File: config.mk
export PLATFORM = sky130hd
export DESIGN_NAME = layer_compositor
export DESIGN_NICKNAME = d
export VERILOG_FILES = /design/src/rtl/vga_pkg.sv /design/src/rtl/priority_select.sv /design/src/rtl/layer_compositor.sv
export SDC_FILE = /design/constraint.sdc
export NUM_CORES = 1
export LEC_CHECK = 0
export ABC_AREA = 1
export CORE_MARGIN = 3
export CORE_UTILIZATION = 53
export CTS_CLUSTER_SIZE = 8
export DETAILED_ROUTE_END_ITERATION = 16
export GPL_TIMING_DRIVEN = 0
export PLACE_DENSITY_LB_ADDON = 0.08
export RECOVER_POWER = 100
export SYNTH_ARGS = -nofsm -noshare
export SYNTH_HDL_FRONTEND = slang
export SYNTH_SLANG_ARGS = --single-unit
File: constraint.sdc
create_clock -name clk -period 7.6 [get_ports clk]
set_input_delay 1.9 -clock clk [delete_from_list [all_inputs] [get_ports clk]]
set_output_delay 1.9 -clock clk [all_outputs]
set_load 0.05 [all_outputs]
File: src/rtl/vga_pkg.sv
// rtl/vga_pkg.sv - shared RGB332 types, expansion helper and default transparent key
package vga_pkg;

  typedef logic [7:0] rgb332_t;

  typedef struct packed {
    logic [7:0] red;
    logic [7:0] green;
    logic [7:0] blue;
  } rgb888_t;

  localparam rgb332_t DEFAULT_TRANSPARENT = 8'hFF;

  // Replicating the channel LSB keeps full-scale inputs at full-scale outputs.
  function automatic rgb888_t expand_rgb332(input rgb332_t c);
    rgb888_t o;
    o.red   = {c[7:5], {5{c[5]}}};
    o.green = {c[4:2], {5{c[2]}}};
    o.blue  = {c[1:0], {6{c[0]}}};
    return o;
  endfunction

endpackage

File: src/rtl/priority_select.sv
// rtl/priority_select.sv - combinational lowest-rank winner search, ties go to lower index
module priority_select #(
  parameter int NUM_LAYERS = 8,
  parameter int IDX_W      = $clog2(NUM_LAYERS)
) (
  input  logic [NUM_LAYERS-1:0]       req,
  input  logic [NUM_LAYERS*IDX_W-1:0] rank,
  output logic                        found,
  output logic [IDX_W-1:0]            winner
);

  logic [IDX_W-1:0] best_rank;

  // Strict less-than while scanning upward leaves ties with the lower index.
  always_comb begin
    found     = 1'b0;
    winner    = '0;
    best_rank = '0;
    for (int i = 0; i < NUM_LAYERS; i++) begin
      if (req[i] && (!found || (rank[i*IDX_W +: IDX_W] < best_rank))) begin
        found     = 1'b1;
        winner    = IDX_W'(i);
        best_rank = rank[i*IDX_W +: IDX_W];
      end
    end
  end

endmodule

File: src/rtl/layer_compositor.sv
// rtl/layer_compositor.sv - ranked layer compositor with frame-latched config and collision flags
module layer_compositor
  import vga_pkg::*;
#(
  parameter int                 NUM_LAYERS  = 8,
  parameter int                 COLOR_W     = 8,
  parameter logic [COLOR_W-1:0] TRANSPARENT = DEFAULT_TRANSPARENT,
  localparam int                IDX_W       = $clog2(NUM_LAYERS)
) (
  input  logic                          clk,
  input  logic                          reset,
  input  logic                          startOfFrame,
  input  logic                          pixelValid,
  input  logic [NUM_LAYERS-1:0]         drawReq,
  input  logic [NUM_LAYERS*COLOR_W-1:0] layerRGB,
  input  logic [COLOR_W-1:0]            backGroundRGB,
  input  logic                          cfgWe,
  input  logic [IDX_W-1:0]              cfgLayer,
  input  logic [IDX_W-1:0]              cfgRank,
  input  logic                          cfgEnable,
  output logic [7:0]                    redOut,
  output logic [7:0]                    greenOut,
  output logic [7:0]                    blueOut,
  output logic                          pixelValidOut,
  output logic [NUM_LAYERS-1:0]         collision,
  output logic                          collisionValid
);

  logic [IDX_W-1:0]             shad_rank     [NUM_LAYERS];
  logic [IDX_W-1:0]             shad_rank_nxt [NUM_LAYERS];
  logic [IDX_W-1:0]             act_rank      [NUM_LAYERS];
  logic [NUM_LAYERS-1:0]        shad_en, shad_en_nxt, act_en, cur_en;
  logic [NUM_LAYERS*IDX_W-1:0]  act_rank_flat;

  logic [NUM_LAYERS-1:0]        opaque, eff, coll_bits, acc;
  logic                         s1_valid;
  logic [NUM_LAYERS-1:0]        s1_req;
  logic [NUM_LAYERS*COLOR_W-1:0] s1_rgb;
  logic [COLOR_W-1:0]           s1_bg;
  logic                         found;
  logic [IDX_W-1:0]             winner;
  logic [COLOR_W-1:0]           sel_color, color_q;
  rgb888_t                      rgb_exp;

  // Indices outside 0..NUM_LAYERS-1 never match, so such writes fall away.
  always_comb begin
    for (int i = 0; i < NUM_LAYERS; i++) begin
      shad_rank_nxt[i] = shad_rank[i];
      shad_en_nxt[i]   = shad_en[i];
      if (cfgWe && (cfgLayer == IDX_W'(i))) begin
        shad_rank_nxt[i] = cfgRank;
        shad_en_nxt[i]   = cfgEnable;
      end
    end
  end

  always_ff @(posedge clk or posedge reset) begin
    if (reset) begin
      for (int i = 0; i < NUM_LAYERS; i++) begin
        shad_rank[i] <= IDX_W'(i);
        act_rank[i]  <= IDX_W'(i);
      end
      shad_en <= '1;
      act_en  <= '1;
    end else begin
      for (int i = 0; i < NUM_LAYERS; i++) begin
        shad_rank[i] <= shad_rank_nxt[i];
        if (startOfFrame) act_rank[i] <= shad_rank_nxt[i];
      end
      shad_en <= shad_en_nxt;
      if (startOfFrame) act_en <= shad_en_nxt;
    end
  end

  // The frame's first pixel is qualified with the config being latched on that same cycle;
  // ranks are read one stage later, by which time act_rank already holds the new frame.
  always_comb begin
    act_rank_flat = '0;
    for (int i = 0; i < NUM_LAYERS; i++) begin
      opaque[i] = (layerRGB[i*COLOR_W +: COLOR_W] != TRANSPARENT);
      cur_en[i] = startOfFrame ? shad_en_nxt[i] : act_en[i];
      act_rank_flat[i*IDX_W +: IDX_W] = act_rank[i];
    end
  end

  assign eff       = drawReq & cur_en & opaque;
  assign coll_bits = (pixelValid && (|(eff & (eff - NUM_LAYERS'(1))))) ? eff : '0;

  always_ff @(posedge clk or posedge reset) begin
    if (reset) begin
      s1_valid <= 1'b0;
      s1_req   <= '0;
      s1_rgb   <= '0;
      s1_bg    <= '0;
    end else begin
      s1_valid <= pixelValid;
      s1_req   <= pixelValid ? eff : '0;
      s1_rgb   <= layerRGB;
      s1_bg    <= backGroundRGB;
    end
  end

  priority_select #(
    .NUM_LAYERS (NUM_LAYERS),
    .IDX_W      (IDX_W)
  ) u_priority_select (
    .req    (s1_req),
    .rank   (act_rank_flat),
    .found  (found),
    .winner (winner)
  );

  always_comb begin
    sel_color = '0;
    if (s1_valid) sel_color = found ? s1_rgb[int'(winner)*COLOR_W +: COLOR_W] : s1_bg;
  end

  always_ff @(posedge clk or posedge reset) begin
    if (reset) begin
      color_q       <= '0;
      pixelValidOut <= 1'b0;
    end else begin
      color_q       <= sel_color;
      pixelValidOut <= s1_valid;
    end
  end

  always_ff @(posedge clk or posedge reset) begin
    if (reset) begin
      acc            <= '0;
      collision      <= '0;
      collisionValid <= 1'b0;
    end else begin
      collisionValid <= startOfFrame;
      if (startOfFrame) begin
        collision <= acc;
        acc       <= coll_bits;
      end else begin
        acc <= acc | coll_bits;
      end
    end
  end

  assign rgb_exp  = expand_rgb332(rgb332_t'(color_q));
  assign redOut   = rgb_exp.red;
  assign greenOut = rgb_exp.green;
  assign blueOut  = rgb_exp.blue;

endmodule

---- Yosys cells after proc, flatten, opt, wreduce, memory -nomap -nowiden ----
Cells that the tools add are included.
Widths: inputs -> output; s select.
storage, ports and cells
  logic and storage cells ................. 138
  register bits ........................... 171
  input port bits ......................... 92
cells by class
  reductions and logical operators ........ 32
  shift operators ......................... 1
  bitwise operators ....................... 4
  equality and inequality tests ........... 15
  muxes and demuxes ....................... 51
  order comparisons ....................... 7
  $add $sub $neg .......................... 1
operator list
  kind                 number
  $ne 8x8->1 const B   8
  $shiftx 64x7->8      1
  $mux 3               19
  $mux 8               5
  $mux 1               25
  $and 8x8->8          3
  $lt 3x3->1           7
  $logic_and 1x1->1    16
  $eq 3x3->1 const B   4
  $or 8x8->8           1
  $reduce_or 8->1      1
  $sub 8x1->8 const B  1
  $logic_not 1->1      7
  $logic_or 1x1->1     7
  $eq 3x2->1 const B   2
  $mux 2               2
  $eq 3x1->1 const B   1
  $logic_not 3->1      1

---- Logic depth before layout (Yosys ltp) ----
Gate-level depths: netlist of the first run.
  depth after elaboration ................. 32
  depth in mapped cells ................... 70
  depth with buffers taken out ............ 69

---- Hierarchy ----
A second synthesis of the first run with hierarchy kept.
unflattened totals
  cell total of the unflattened synthesis .. 807
  area, all modules ....................... 7,463.4 um^2
modules (own cells, without submodules)
  module            times used  cells an instance  area each (um^2)  seq. area each (um^2)
  layer_compositor  1           661                6,623.9           4,329.2
  priority_select   1           146                839.6             0.0

---- Least setup slack after synthesis of the first run ----
No wires, ideal clock.
  path kind ............................... flip-flop to flip-flop
  from .................................... reg s1_req[0]
  to ...................................... reg color_q[5]
  data required time ...................... 7.487 ns
  arrival time ............................ 6.503 ns
  setup time .............................. 0.113 ns
  buffers on the path ..................... 1
  setup slack ............................. 0.984 ns
  stages on the path, launching flop included .. 56
  path through ............................ dfrtp_1 -> nand2_1 -> ha_1 -> a21oi_1 -> nand2_1 -> nand2_2 -> nand2_2 -> o21ai_0 -> ha_1 -> a21oi_1 -> nand2_1 -> nand2_2 -> nand2_4 -> o21ai_0 -> ha_1 -> a21oi_1 -> nand2_1 -> nand2_2 -> [20 not listed] -> nand2_4 -> nand2_1 -> o21ai_0 -> ha_1 -> nand2_1 -> inv_1 -> nand2_1 -> nand2_1 -> nand2_2 -> nand2_8 -> nand2_8 -> inv_4 -> buf_6 -> nand3_1 -> nand3_1 -> nand3_1 -> nand2_1 -> inv_1
between the ends
  cells in the longest elaborated chain, start to end .. 32
  elaborated cells on any way between the ends .. 53
  classes of those cells .................. 7 x order compare; 1 x shift; 24 x mux; 21 x reduce/logical
RTL lines
  what                                           line                     source
  start: declaration                             layer_compositor.sv:37   logic [NUM_LAYERS-1:0] s1_req;
  start signal: assignment                       layer_compositor.sv:97   s1_req <= pixelValid ? eff : '0;
  $mux 3 or $mux 1 (tied branches)               priority_select.sv:20    if (req[i] && (!found || (rank[i*IDX_W +: IDX_W] < best_rank))) begin
  $lt 3x3->1 or $logic_not 1->1 (tied branches)  priority_select.sv:20
  $logic_or 1x1->1                               priority_select.sv:20
  $logic_and 1x1->1                              priority_select.sv:20
  $mux 3 or $mux 1 (tied branches)               priority_select.sv:20
  $lt 3x3->1 or $logic_not 1->1 (tied branches)  priority_select.sv:20
  $logic_or 1x1->1                               priority_select.sv:20
  $logic_and 1x1->1                              priority_select.sv:20
  [16 not listed]                                -
  $mux 3 or $mux 1 (tied branches)               priority_select.sv:20
  $lt 3x3->1 or $logic_not 1->1 (tied branches)  priority_select.sv:20
  $logic_or 1x1->1                               priority_select.sv:20
  $logic_and 1x1->1                              priority_select.sv:20
  $mux 3                                         priority_select.sv:20
  $shiftx 64x7->8                                layer_compositor.sv:115  if (s1_valid) sel_color = found ? s1_rgb[int'(winner)*COLOR_W +: COLOR_W] : s1_bg;
  $mux 8 (*) (2 in series)                       layer_compositor.sv:115
  via sel_color[5]                               layer_compositor.sv:42   logic [COLOR_W-1:0] sel_color, color_q;
  end signal: assignment                         layer_compositor.sv:123  color_q <= sel_color;
  end: declaration                               layer_compositor.sv:42
Mark *: on every way through the listed nets, which the timed path passes. The rest lies on a longest branch.
A chain may end at the register's enable or synchronous reset.

---- Final worst setup path of the first run ----
  from .................................... reg s1_req[0]
  to ...................................... reg color_q[7]
Same word-level chain as after synthesis.

==> results of run 1 <==
-- through the flow --
| step | setup TNS [ns] | instance area (sq um) | setup slack (ns) |
|---|---|---|---|
| final | 0 | 9770 | 0.345 |
| after global routing | -0.701 | 9770 | -0.100 |
| after CTS | 0 | 9460 | 0.0121 |
| after detailed placement | -0.829 | 8800 | -0.128 |
| after global placement | -81.86 | 8770 | -0.633 |
| after floorplan | 0 | 7290 | 0.984 |
-- repair_timing --
action,in CTS,in global routing
setup endpoints to repair,8,8
hold buffers,0,0
setup buffers,0,7
resized for setup,5,67
pin swaps,0,7
-- state kept, by name, indices dropped and copies added (netlist names) --
register        cells
color_q             8
shad_rank          24
acc                 8
collision           8
pixelValidOut       1
shad_en             8
act_en              8
s1_valid            1
s1_req              8
act_rank           24
collisionValid      1
s1_bg               8
s1_rgb             64
-- power by group --
| group | total, mW | switching [mW] | internal (mW) |
|---|---|---|---|
| clock | 0.956 | 0.361 | 0.595 |
| combinational | 0.861 | 0.544 | 0.317 |
| sequential | 1.11 | 0.0620 | 1.05 |
-- logic make-up (layout without fill, tap and decap cells) --
| logic type | count (synthesis) | in the layout |
|---|---|---|
| muxes | 5 | 5 |
| adders and majority gates | 14 | 14 |
| DFF | 171 | 171 |
| and+or+nand+nor | 404 | 404 |
| AOI/OAI and AO/OA | 87 | 87 |
| buffers and inverters | 98 | 263 |
-- routing by layer --
layer | wire (um) | global-route usage | up-vias | share of wire
met5 | 0 | 0 | - | 0
met4 | 516 | 0.0976 | 0 | 0.028
met3 | 1060 | 0.0503 | 38 | 0.057
met2 | 9170 | 0.397 | 209 | 0.50
met1 | 7730 | 0.333 | 2852 | 0.42
li1 | - | - | 2828 | -
-- cell type report --
cell class,count,area (sq um)
plain buffers,38,258
clock buffers,19,443
clock inverters,13,215
fillers,940,3570
inverters,60,236
multi-input cells,510,2760
flip-flops and latches,171,4330
well taps,176,220
repair buffers,133,1310
-- path summary, 6_finish.rpt --
kind                                          from                        to  slack, ns  cells past startpoint
min                        act_rank[2]$_DFFE_PP1P_   act_rank[2]$_DFFE_PP1P_       0.47                      2
max in group asynchronous                    reset  act_rank[10]$_DFFE_PP0P_       1.48                      3
max reg2reg                    s1_req[0]$_DFF_PP0_      color_q[7]$_DFF_PP0_       0.35                     63
min in group asynchronous                    reset      s1_rgb[17]$_DFF_PP0_       3.23                      2
min reg2reg                act_rank[2]$_DFFE_PP1P_   act_rank[2]$_DFFE_PP1P_       0.47                      2
max                            s1_req[0]$_DFF_PP0_      color_q[7]$_DFF_PP0_       0.35                     63
-- cell usage in the layout (no fill, tap or decap), types with 5 or more instances in the layout --
| cell | netlist | layout |
|---|---|---|
| sky130_fd_sc_hd__dfrtp_1 | 131 | 130 |
| sky130_fd_sc_hd__inv_1 | 57 | 57 |
| sky130_fd_sc_hd__o21ai_0 | 67 | 56 |
| sky130_fd_sc_hd__buf_4 | 17 | 24 |
| sky130_fd_sc_hd__clkbuf_16 | 0 | 17 |
| sky130_fd_sc_hd__or2_2 | 6 | 6 |
| sky130_fd_sc_hd__o21ai_4 | 0 | 6 |
| sky130_fd_sc_hd__ha_4 | 0 | 5 |
| sky130_fd_sc_hd__nand3_1 | 109 | 96 |
| sky130_fd_sc_hd__dfstp_2 | 40 | 40 |
| sky130_fd_sc_hd__nand2_2 | 13 | 19 |
| sky130_fd_sc_hd__clkbuf_1 | 10 | 13 |
| sky130_fd_sc_hd__nand3_2 | 1 | 13 |
| sky130_fd_sc_hd__dlygate4sd3_1 | 0 | 111 |
| sky130_fd_sc_hd__clkdlybuf4s50_1 | 0 | 14 |
| sky130_fd_sc_hd__bufinv_16 | 0 | 5 |
| sky130_fd_sc_hd__nand2_1 | 228 | 220 |
| sky130_fd_sc_hd__nand2_4 | 6 | 8 |
| sky130_fd_sc_hd__nand4_1 | 11 | 11 |
| sky130_fd_sc_hd__ha_1 | 14 | 9 |
| sky130_fd_sc_hd__mux2i_1 | 5 | 5 |
| sky130_fd_sc_hd__buf_6 | 4 | 5 |
| sky130_fd_sc_hd__nor2_1 | 27 | 27 |
| sky130_fd_sc_hd__a21oi_2 | 0 | 5 |
| sky130_fd_sc_hd__a21oi_1 | 11 | 6 |
-- worst max-delay path: cells and delay by family (launching register included) --
family	cells	cell delay, ns
AO/OA/AOI/OAI	9	1.07
adder cells (fa/ha/maj)	7	1.88
buffers and inverters	6	0.36
flip-flops	1	0.42
AND/OR/NAND/NOR	41	3.39
-- synthesized netlist by cell type --
cell and n:
sky130_fd_sc_hd__o2111ai_1 1, sky130_fd_sc_hd__dfrtp_1 131, sky130_fd_sc_hd__inv_2 2, sky130_fd_sc_hd__inv_1 57
sky130_fd_sc_hd__nand2_4 6, sky130_fd_sc_hd__o21ai_0 67, sky130_fd_sc_hd__o211ai_1 2, sky130_fd_sc_hd__nand3_2 1
sky130_fd_sc_hd__dfstp_2 40, sky130_fd_sc_hd__a22oi_1 1, sky130_fd_sc_hd__nand2_1 228, sky130_fd_sc_hd__a211oi_1 1
sky130_fd_sc_hd__nor3_1 1, sky130_fd_sc_hd__buf_1 3, sky130_fd_sc_hd__ha_1 14, sky130_fd_sc_hd__nand2_8 2
sky130_fd_sc_hd__nor2_1 27, sky130_fd_sc_hd__or2_2 6, sky130_fd_sc_hd__buf_2 4, sky130_fd_sc_hd__buf_4 17
sky130_fd_sc_hd__nand3_1 109, sky130_fd_sc_hd__o22ai_1 1, sky130_fd_sc_hd__a21oi_1 11, sky130_fd_sc_hd__mux2i_1 5
sky130_fd_sc_hd__inv_4 1, sky130_fd_sc_hd__buf_6 4, sky130_fd_sc_hd__clkbuf_1 10, sky130_fd_sc_hd__nand4_1 11
sky130_fd_sc_hd__o31ai_1 3, sky130_fd_sc_hd__nand2_2 13
==> qor.log, run 1 <==
qor: status.outcome finished with violations
qor: status.violated_checks max-capacitance violations, max-slew violations
qor: setup_path.worst_ep_required_time 7.92 ns
qor: setup_path.path_common_cell sky130_fd_sc_hd__nand2_1
qor: pwr.power.leakage 4.69 nW
qor: logic_synthesis.synth_fa_ha_area_frac 0.0240
qor: setup_path.start_kind flip-flop
qor: setup_path.critPathMaxStageDelay 0.42 ns
qor: timing.slew_headroom -1.90
qor: timing.transition_time_at_the_pin_with_the_least_slew_margin 4.32 ns
qor: grt.grt_max_degree 107
qor: logic_synthesis.synth_top_cells_by_area sky130_fd_sc_hd__dfrtp_1, sky130_fd_sc_hd__dfstp_2, sky130_fd_sc_hd__nand2_1
qor: drt.vias 5,927
qor: logic_synthesis.syn_avg_cell_area 9.36 sq um
qor: timing.clock-skew-final 0.00634 ns
qor: timing.clock.fmax 138 MHz
qor: timing.finalMaxSlewViolations 174
qor: logic_synthesis.synth.lib_cells_used.distinct 30
qor: logic_synthesis.yosys.area.top_type sky130_fd_sc_hd__dfrtp_1
qor: final_layout.nets 1,037
qor: final_layout.layout-drive-gt1-share 0.188
qor: grt.antenna_found_initial 0
qor: placed_design.placement.io_buffers 125
qor: timing.worst_hold_slack 0.474 ns
qor: setup_path.worst-path-max-fanout 10
qor: logic_synthesis.synthSimpleGateAreaFrac 0.249
qor: logic_synthesis.synth_sequential_area_ratio 0.593
qor: drt.antenna_violating_nets_post_route 0
qor: clock_tree.cts_tree built
qor: timing.period_minus_slack 7.25 ns
qor: placed_design.post-place-cells 1,081
qor: final_layout.area_growth_syn_to_layout 34.0%
qor: placed_design.dpl.hpwl 13.2 mm
qor: pwr.vdd_ir_drop_max 0.000162 V
qor: logic_synthesis.synth_compound_area_frac 0.0628
qor: floorplanning.chipWidth 123 um
qor: hold_path.hold_removal_path_class flip-flop to flip-flop
qor: timing.timing.final.setup_violations 0
qor: timing.final-hold-violation-count 0
qor: logic_synthesis.mappedNetlistNets 885
qor: setup_path.timing.setup.critical_path_class flip-flop to flip-flop
qor: floorplanning.die_y 123 um
qor: drt.first_pass_iters 6
qor: logic_synthesis.yosys_warnings 0
qor: drt.drc_violations_left 0
qor: logic_synthesis.syn-cell-area 0.00729 sq mm
qor: logic_synthesis.synth.area.mux_share 0.00686
qor: placed_design.finalWeightedCongestion 0.907
qor: drt.detail_route.wl_per_cell 16.5 um
qor: drt.routed_wirelength 18.5 mm
qor: logic_synthesis.combinational_family_with_the_most_area_after_synthesis simple AND/OR/NAND/NOR gates
qor: grt.grt_first_pass_wirelength 28.5 mm
qor: final_layout.insertedDiodeCount 0
qor: final_layout.final_util 0.732
qor: clock_tree.htree_levels 4
qor: grt.grt.overflow.total 0
qor: job.max_cap_violations 2
qor: clock_tree.ctsLongestPathBuffers 2
qor: timing.fin_crit_sh 0.955
qor: drt.via_per_inst 5.29
qor: floorplanning.rows 42
qor: floorplanning.floorplan.die_area 0.0152 sq mm
qor: logic_synthesis.post_synth_inst_count 779
qor: setup_path.slowest_cell_on_the_critical_path sky130_fd_sc_hd__dfrtp_2
qor: pwr.power.total 2.93 mW
qor: clock_tree.clk_transition_reported_paths 0.06 ns
qor: drt.drt_first_iter_violations 471
qor: floorplanning.start_util 0.546
qor: logic_synthesis.yosys_register_bits 171
qor: logic_synthesis.post-synth-top-area-fraction 0.449
qor: grt.vias_in_the_first_global_route 5,805
qor: clock_tree.cts.root.buffer_cell sky130_fd_sc_hd__clkbuf_16
qor: pwr.power.density_cell_area 300 mW/mm^2
qor: floorplanning.io_pins 126
qor: setup_path.crit_arrival 7.58 ns
qor: setup_path.end_kind flip-flop
qor: floorplanning.floorplan.core_area 0.0133 sq mm
qor: clock_tree.worstSkewPairLatency 0.43 ns
qor: clock_tree.clock_sink_count 171
qor: clock_tree.cts_buffers 17
qor: logic_synthesis.fraction_of_synthesized_cell_area_in_xor_and_xnor_cells 0
qor: final_layout.final-instance-count-excl-fill 1,120
qor: grt.global_route.usage.total 0.248
Power figures use the tool's default switching activity.
==> run 2, diff against run 1 <==
--- a/config.mk
+++ b/config.mk
@@ -7,9 +7,11 @@
 export LEC_CHECK = 0
 export ABC_AREA = 1
 export CORE_MARGIN = 3
-export CORE_UTILIZATION = 53
+export CORE_UTILIZATION = 55
+export CTS_BUF_LIST = sky130_fd_sc_hd__clkbuf_8 sky130_fd_sc_hd__clkbuf_16
 export CTS_CLUSTER_SIZE = 8
 export DETAILED_ROUTE_END_ITERATION = 16
+export GPL_ROUTABILITY_DRIVEN = 0
 export GPL_TIMING_DRIVEN = 0
 export PLACE_DENSITY_LB_ADDON = 0.08
 export RECOVER_POWER = 100
==> constraint.sdc (replaced) <==
create_clock -name clk -period 8.6 [get_ports clk]
set_input_delay 2.15 -clock clk [delete_from_list [all_inputs] [get_ports clk]]
set_output_delay 2.15 -clock clk [all_outputs]
set_load 0.05 [all_outputs]
==> qor.log, run 2 (synthesis results as in run 1) <==
qor: final_layout.mostFrequentLayoutCell sky130_fd_sc_hd__nand2_1
qor: clock_tree.worstSkewPairLatency 0.42 ns
qor: floorplanning.floorplan.die_area 0.0147 sq mm
qor: clock_tree.cts_tree built
qor: pwr.vdd_ir_drop_max 0.000169 V
qor: setup_path.start_kind flip-flop
qor: grt.global_route.usage.total 0.255
qor: hold_path.hold_removal_path_class flip-flop to flip-flop
qor: final_layout.insertedDiodeCount 0
qor: grt.grt_first_pass_wirelength 29.1 mm
qor: pwr.power.density_cell_area 258 mW/mm^2
qor: pwr.power.leakage 4.59 nW
qor: final_layout.largest_registers s1_rgb x64, act_rank x24, shad_rank x24
qor: drt.routed_wirelength 17.9 mm
qor: clock_tree.cts_buffers 17
qor: setup_path.critPathMaxStageDelay 0.44 ns
qor: setup_path.critical_path.top_delay_family simple AND/OR/NAND/NOR gates
qor: setup_path.crit_arrival 8.04 ns
qor: setup_path.end_kind flip-flop
qor: grt.gr-usage-met2 0.412
qor: final_layout.multi_input_comb_area 0.00250 sq mm
qor: grt.grt.overflow.total 0
qor: clock_tree.cts.root.buffer_cell sky130_fd_sc_hd__clkbuf_16
qor: clock_tree.ctsLongestPathBuffers 2
qor: final_layout.registers.top_by_ff_count s1_rgb
qor: status.violated_checks max-capacitance violations, max-slew violations
qor: floorplanning.die_y 121 um
qor: timing.period_minus_slack 7.73 ns
qor: drt.antenna_violating_nets_post_route 0
qor: timing.finalMaxSlewViolations 174
qor: placed_design.placement.io_buffers 125
qor: final_layout.largest_register_ff_count 64
qor: floorplanning.io_pins 126
qor: floorplanning.chipWidth 121 um
qor: grt.grt_max_degree 91
qor: timing.slew_headroom -1.27
qor: grt.gr-usage-met1 0.343
qor: clock_tree.clk_transition_reported_paths 0.06 ns
qor: job.max_cap_violations 2
qor: final_layout.layout_common_cells sky130_fd_sc_hd__nand2_1, sky130_fd_sc_hd__dfrtp_1, sky130_fd_sc_hd__dlygate4sd3_1, sky130_fd_sc_hd__nand3_1, sky130_fd_sc_hd__o21ai_0
qor: setup_path.worst-path-buf-inv 5
qor: drt.drt_first_iter_violations 457
qor: pwr.power.total 2.41 mW
qor: setup_path.timing.setup.critical_path_class flip-flop to flip-flop
qor: timing.transition_time_at_the_pin_with_the_least_slew_margin 3.38 ns
qor: drt.detail_route.wl_per_cell 16.1 um
qor: setup_path.worst_ep_required_time 8.91 ns
qor: grt.antenna_found_initial 0
qor: timing.clock.fmax 129 MHz
qor: grt.global_route.peak_usage_layer met2
qor: drt.via_per_inst 5.40
qor: floorplanning.start_util 0.571
qor: setup_path.worst-path-max-fanout 10
qor: drt.vias 5,985
qor: drt.drc_violations_left 0
qor: timing.final-hold-violation-count 0
qor: final_layout.area.sequential 0.00433 sq mm
qor: floorplanning.floorplan.core_area 0.0128 sq mm
qor: final_layout.layout-drive-gt1-share 0.136
qor: clock_tree.htree_levels 4
qor: drt.first_pass_iters 5
qor: setup_path.path_common_cell sky130_fd_sc_hd__nand2_1
qor: setup_path.slowest_cell_on_the_critical_path sky130_fd_sc_hd__dfrtp_1
qor: timing.fin_crit_sh 0.898
qor: final_layout.nets 1,030
qor: placed_design.dpl.hpwl 13.3 mm
qor: status.outcome finished with violations
qor: final_layout.area_growth_syn_to_layout 28.2%
qor: grt.vias_in_the_first_global_route 5,999
qor: timing.clock-skew-final 0.00484 ns
qor: grt.global_route.usage.met3 0.0611
qor: clock_tree.clock_sink_count 171
qor: timing.timing.final.setup_violations 0
qor: final_layout.layout.filler_cells 891
qor: timing.grt_setup_unrepaired false
qor: timing.tns 0 ns
qor: floorplanning.rows 41
-- run 2: changes by cell type in the layout (fill, tap and decap cells not counted), sizes merged, moves of 3 or more --
cell,before,now
clkbuf,32,35
clkinv,2,6
clkinvlp,5,2
buf,33,25
bufinv,5,1
-- run 2: area by class of cell --
type                    instances  area share
inverters                      60      0.0245
clock inverters                11     0.00990
well taps                     172      0.0230
plain buffers                  38      0.0258
multi-input cells             510       0.267
clock buffers                  21      0.0526
flip-flops and latches        171       0.463
repair buffers                126       0.134
-- run 2: path summary, 6_finish.rpt --
check,slack [ns],startpoint,to,cells after the start
max reg2reg,0.87,s1_req[0]$_DFF_PP0_,color_q[5]$_DFF_PP0_,55
max in group asynchronous,2.24,reset,s1_req[2]$_DFF_PP0_,3
min in group asynchronous,3.17,reset,collision[0]$_DFFE_PP0P_,2
min,0.48,collision[7]$_DFFE_PP0P_,collision[7]$_DFFE_PP0P_,2
max,0.87,s1_req[0]$_DFF_PP0_,color_q[5]$_DFF_PP0_,55
min reg2reg,0.48,collision[7]$_DFFE_PP0P_,collision[7]$_DFFE_PP0P_,2
-- run 2: through the flow --
| step | cell area [sq um] | cells | worst slack, ns | hold WS, ns | util |
|---|---|---|---|---|---|
| after detailed placement | 8790 | 1077 | 0.895 | 0.464 | 0.688 |
| final | 9350 | 1109 | 0.874 | 0.478 | 0.732 |
| after global placement | 8760 | 1076 | 0.0917 | 0.460 | 0.686 |
| after CTS | 9380 | 1109 | 0.818 | 0.483 | 0.734 |
| after floorplan | 7290 | 779 | 1.88 | 0.444 | - |
| after global routing | 9350 | 1109 | 0.0125 | 0.503 | 0.732 |
-- run 2: routing by layer --
| metal | up-vias | routed length, um |
|---|---|---|
| met5 | - | 0 |
| met2 | 253 | 8710 |
| met3 | 34 | 1290 |
| met1 | 2887 | 7560 |
| li1 | 2811 | - |
| met4 | 0 | 344 |
-- run 2: power breakdown --
group / total (mW) / switching (mW) / internal (mW)
logic: 0.696 / 0.449 / 0.247
clock network: 0.736 / 0.300 / 0.437
registers: 0.977 / 0.0489 / 0.928
-- run 2: worst reg2reg max path: cells and delay by family, from the launching register on --
family / cells / cell delay [ns]
AND/OR/NAND/NOR: 33 / 2.77
flip-flops: 1 / 0.44
buffers and inverters: 5 / 0.36
AO/OA/AOI/OAI: 10 / 1.98
adder cells (fa/ha/maj): 7 / 2.08
-- run 2: timing repair --
item	in CTS	in global routing
hold buffers	0	0
buffers inserted	0	0
setup endpoints to repair	0	8
gates resized for setup	0	4
